===== src/rtl/stc_ptr_gen.sv =====
// stc_ptr_gen: walks a sparse A tile row by row and emits 4-lane (row, slot)
// pointer beats for the compressed column slots of each nonzero row.
// Empty rows are skipped one per cycle, and a beat never spans two rows.
module stc_ptr_gen #(
    parameter int M      = 16,
    parameter int K      = 16,
    parameter int DW_COL = 4,
    parameter int DW_PTR = 8,
    parameter int DW_CNT = 5
) (
    input  logic                  clk,
    input  logic                  reset,
    input  logic                  start,
    input  logic [M*DW_CNT-1:0]   nnz_input,
    input  logic                  ptr_ready,
    output logic                  ptr_valid,
    output logic [DW_PTR*4-1:0]   ptrs,
    output logic [3:0]            lane_valid,
    output logic                  busy,
    output logic                  done
);

    typedef enum logic [1:0] {IDLE, SKIP, EMIT, DONE} stateE;

    localparam logic [DW_CNT-1:0] maxCount = DW_CNT'(K);
    localparam logic [DW_COL-1:0] lastRowIdx = DW_COL'(M - 1);

    stateE             state_q, state_d;
    logic [DW_COL-1:0] row_q, row_d;
    logic [DW_CNT-1:0] slot_q, slot_d;
    logic [DW_CNT-1:0] cnt_q [M];

    logic [DW_CNT-1:0] curCount;
    logic [DW_CNT-1:0] slotPlus4;
    logic              onLastRow;

    // Counts above K are meaningless for a K-slot compressed row, so saturate.
    function automatic logic [DW_CNT-1:0] clampCount(input logic [DW_CNT-1:0] c);
        return (c > maxCount) ? maxCount : c;
    endfunction

    assign curCount  = cnt_q[row_q];
    assign slotPlus4 = slot_q + DW_CNT'(4);
    assign onLastRow = (row_q == lastRowIdx);

    // State and walk position registers, cleared by the synchronous reset.
    always_ff @(posedge clk) begin
        if (!reset) begin
            state_q <= IDLE;
            row_q   <= '0;
            slot_q  <= '0;
        end else begin
            state_q <= state_d;
            row_q   <= row_d;
            slot_q  <= slot_d;
        end
    end

    // Snapshot the per-row counts on an accepted start so input changes mid-walk are ignored.
    always_ff @(posedge clk) begin
        if (!reset) begin
            for (int r = 0; r < M; r++) begin
                cnt_q[r] <= '0;
            end
        end else if (state_q == IDLE && start) begin
            for (int r = 0; r < M; r++) begin
                cnt_q[r] <= clampCount(nnz_input[r*DW_CNT +: DW_CNT]);
            end
        end
    end

    // Next-state and next walk position: skip empty rows, step 4 slots per accepted beat.
    always_comb begin
        state_d = state_q;
        row_d   = row_q;
        slot_d  = slot_q;
        case (state_q)
            IDLE: begin
                if (start) begin
                    state_d = SKIP;
                    row_d   = '0;
                    slot_d  = '0;
                end
            end
            SKIP: begin
                if (curCount == '0) begin
                    if (onLastRow) begin
                        state_d = DONE;
                    end else begin
                        row_d = row_q + DW_COL'(1);
                    end
                end else begin
                    state_d = EMIT;
                end
            end
            EMIT: begin
                if (ptr_ready) begin
                    if (slotPlus4 < curCount) begin
                        slot_d = slotPlus4;
                    end else begin
                        slot_d = '0;
                        if (onLastRow) begin
                            state_d = DONE;
                        end else begin
                            row_d   = row_q + DW_COL'(1);
                            state_d = SKIP;
                        end
                    end
                end
            end
            DONE: begin
                state_d = IDLE;
            end
            default: begin
                state_d = IDLE;
            end
        endcase
    end

    // Outputs depend only on registered state, so a stalled beat holds steady by construction.
    always_comb begin
        logic [DW_CNT-1:0] laneSlot;
        laneSlot   = '0;
        ptr_valid  = (state_q == EMIT);
        busy       = (state_q == SKIP) || (state_q == EMIT);
        done       = (state_q == DONE);
        lane_valid = '0;
        ptrs       = '0;
        if (state_q == EMIT) begin
            for (int g = 0; g < 4; g++) begin
                laneSlot = slot_q + DW_CNT'(g);
                if (laneSlot < curCount) begin
                    lane_valid[g]              = 1'b1;
                    ptrs[g*DW_PTR +: DW_PTR]   = DW_PTR'({row_q, laneSlot[DW_COL-1:0]});
                end
            end
        end
    end

endmodule


===== config.mk =====
export PLATFORM = sky130hd
export DESIGN_NAME = stc_ptr_gen
export DESIGN_NICKNAME = d
export VERILOG_FILES = /design/src/rtl/stc_ptr_gen.sv
export SDC_FILE = /design/constraint.sdc
export NUM_CORES = 1
export LEC_CHECK = 0
export BUFFER_PORTS_ARGS = -buffer_cell sky130_fd_sc_hd__clkbuf_2
export CAP_MARGIN = 20
export CORE_MARGIN = 4
export CORE_UTILIZATION = 45
export CTS_CLUSTER_DIAMETER = 200
export DETAILED_ROUTE_END_ITERATION = 12
export PLACE_DENSITY = 0.66
export SYNTH_ARGS = -nofsm -noshare
export SYNTH_HDL_FRONTEND = slang
export SYNTH_SLANG_ARGS = --single-unit

===== constraint.sdc =====
create_clock -name clk -period 4.8 [get_ports clk]
set_input_delay 0.48 -clock clk [delete_from_list [all_inputs] [get_ports clk]]
set_output_delay 0.48 -clock clk [all_outputs]
set_load 0.03 [all_outputs]

==> summary.md <==
| Metric | Value |
|---|---|
| Antenna viol nets, final | 0 |
| DR DRC count | 0 |
| CTS buffer count | 9 |
| Clk_skew | 0.00707 ns |
| Cell count after synthesis | 373 |
| Syn Area/Cell | 13.1 sq um |
| Routed WL | 10800 um |
| Synth Register Bits | 93 |
| Fin area | 0.00572 sq mm |
| Met1 global-route usage | between 20% and 30% |
| Main synth FF type | edfxtp_1 |
| Die area | roughly 0.013 sq mm |
| Period utilization | between 90% and 100% |
| CP Launch Type | flip-flop |
| Post-DP HPWL | 8210 um |
| Final setup fails | 0 |
| Slowest cell on the critical path | mux4_2 |
| Most common cell after layout, fill and taps aside | clkbuf_2 |
| Max Root-Sink Buffers | 2 |
| GPL Wtd Cong | approximately 0.80 |
| Status | complete, no violations |
| Number of fill cells in the layout | 912 |
| Worst hold margin | 0.396 ns |
| Slew @ Worst Pin | 1.02 ns |
| Lkg Pwr | 2.31 nW |
| Worst-Skew Late Latency | 0.36 ns |
| DRT Pass-1 Iters | 6 |
| Die span in x | approximately 110 um |
| Setup TNS | 0 ns |
| DRT iter0 DRCs | 209 |
| First-pass GRT wire length | roughly 17000 um |
| Sequential fraction of the synthesis area | 54.6% |
| Final Max Slew Viols | 0 |
| Crit-path cells | buf_4 -> mux4_2 -> a22oi_1 -> and3_1 -> ha_1 -> inv_1 -> a41o_1 -> a21o_1 -> a21oi_1 -> a21boi_2 -> and2_1 -> clkbuf_2 |
| DP Area | 0.00554 sq mm |
| Commonest cells after routing, fill and taps aside | 118 x clkbuf_2, 80 x edfxtp_1, 65 x and2_1 |
| R2r setup slk | around 1.6 ns |
| Final hold vios | 0 |
| Clock sink count | a little over 90 |
| RSZ-0062 raised after global routing | false |
| Layout Cells excl Fill | 624 |
| Slowest stage delay, CP | 0.57 ns |
| Post-Syn Area | 0.00487 sq mm |
| Rel. slew slack | 32.1% |
| GR peak layer | met2 |
| Vias in the first global route | 3361 |
| I/O Buffers | approximately 120 |
| Clock slew at reported path FFs | 0.08 ns |
| Hold Buf Count CTS | 0 |
| Worst R2R Path Depth | 10 |
| Mean number of vias per cell | 5.39 |
| Pin count of the biggest net entering global routing | 81 |
| PD cells | about 420 mW/mm^2 |
| Met3 usage | between 4 and 5% |
| CP arrival | 3.89 ns |
| Synth async-reset ratio | 0% |
| Met2 GRT Util | 26.7% |
| Synth warnings | 0 |
| Post-DR wirelength/cell | 17.3 um |
| FMAX | 229 MHz |
| Initial antenna violation count | 0 |
| Post-Place Cells | 608 |
| Crit end category | output pin |
| Die height | approximately 110 um |
| Hold path cells | 2 |
| DR vias | between 3000 and 4000 |
| Post-synth EDFFs | 80 |
| H-tree depth | 3 |
| Root Buffer | clkbuf_8 |
| Setup Fix Bufs, Post-CTS | 0 |
| I/O pin count | 123 |
| Fin nets | between 500 and 600 |
| Tot GR Track Use | 17.5% |
| Area Overhead vs Synth | 17.4% |
| Total grt overflow | 0 |
| Antenna cell count | 0 |
| Worst Hold Launch | nnz_input[66] |
| Worst hold endpoint | cnt_q[13][1] |
| Critical Path Fanout Max | 20 |
| Initial Util | ~47% |
| Final min period | 4.37 ns |
| CTS tree | yes |
| Post_cts resized | 0 |
| Share of cells above drive strength 1 | 33.0% |
| Std cell rows | 37 |
| Max IR drop VDD | 0.000160 V |
| Max-cap viol count | 0 |
| Core ar. | 0.0104 sq mm |
| HP Class | input port to flip-flop |
| Critical path class | flip-flop to output pin |
| Req. time, crit path | 4.32 ns |
| Post-synth cell types | 44 |
-- state kept, by name (all words and copies together) (netlist names), named ones only --
name / flops
cnt_q: 80
state_q: 2
slot_q: 3
row_q: 4
-- worst max-delay path: cells and delay by family (launching register included) --
kind | cells | cell delay (ns)
muxes | 1 | 0.57
buffers and inverters | 3 | 0.61
and+or+nand+nor | 2 | 0.41
adders and majority gates | 1 | 0.20
AOI/OAI and AO/OA | 5 | 1.42
DFF | 1 | 0.31
-- worst max path at each step --
stage,startpoint,to,slack [ns],depth (start not counted)
finish,flip-flop,ptrs[20],0.43,12
global route,flip-flop,ptrs[20],0.07,12
CTS,flip-flop,ptrs[20],0.36,12
detailed placement,flip-flop,ptrs[20],0.78,12
global placement,flip-flop,ptrs[20],1.03,12
floorplan,flip-flop,ptrs[18],0.76,12
-- cell usage after synthesis (2+ instances only) --
master | instances | area [sq um]
nor3b_1 | 40 | 300
nand2b_1 | 5 | 31.3
nand2_1 | 17 | 63.8
nand3_1 | 11 | 55.1
nor2b_1 | 13 | 81.3
mux4_2 | 20 | 450
a21oi_1 | 5 | 25.0
o21ai_0 | 4 | 20.0
and2_1 | 65 | 407
a22oi_1 | 6 | 45.0
o31ai_1 | 2 | 15.0
a21boi_0 | 2 | 15.0
and3_1 | 5 | 31.3
edfxtp_1 | 80 | 2400
a21o_1 | 3 | 22.5
inv_1 | 9 | 33.8
buf_4 | 9 | 67.6
o221a_1 | 4 | 45.0
o32ai_1 | 4 | 35.0
ha_1 | 16 | 200
buf_2 | 3 | 15.0
dfxtp_1 | 13 | 260
o21a_1 | 3 | 22.5
clkbuf_1 | 11 | 41.3
nor2_1 | 4 | 15.0
-- cell families after synthesis --
family / Yosys count / synth area share, %
compound gates: 45 / 7.73
fa+ha+maj: 16 / 4.11
buf+inv: 34 / 3.54
flops: 93 / 54.6
mux: 20 / 9.24
other cells: 1 / 0.0769
simple gates: 164 / 20.7
-- report_power, final --
group	switching [mW]	internal, mW
combinational	0.467	0.324
sequential	0.0685	1.06
clock	0.260	0.238
total	0.795	1.62
-- through the flow --
step | util (%) | power (mW) | setup WS [ns]
2_1_floorplan | - | 1.74 | 0.764
3_3_place_gp | 53.2 | 1.92 | 1.03
3_5_place_dp | 53.2 | 1.94 | 0.776
4_1_cts | 54.9 | 2.44 | 0.363
5_1_grt | 54.9 | 2.57 | 0.0690
6_report | 54.9 | 2.42 | 0.429
-- routing by layer --
| metal | wire, um | vias to the layer above |
|---|---|---|
| met5 | 0 | - |
| met4 | 163 | 0 |
| met3 | 859 | 11 |
| met2 | 4950 | 148 |
| met1 | 4800 | 1596 |
| li1 | - | 1608 |
-- layout make-up --
class | instances | area, sq um | area share (%)
Clock inverter | 5 | 51.3 | 0.897
Clock buffer | 11 | 131 | 2.30
Tap cell | 136 | 170 | 2.97
Sequential cell | 93 | 2660 | 46.5
Inverter | 9 | 33.8 | 0.591
Timing Repair Buffer | 121 | 613 | 10.7
Multi-Input combinational cell | 249 | 2060 | 36.0
No activity file was read; power rests on OpenSTA's default activity.
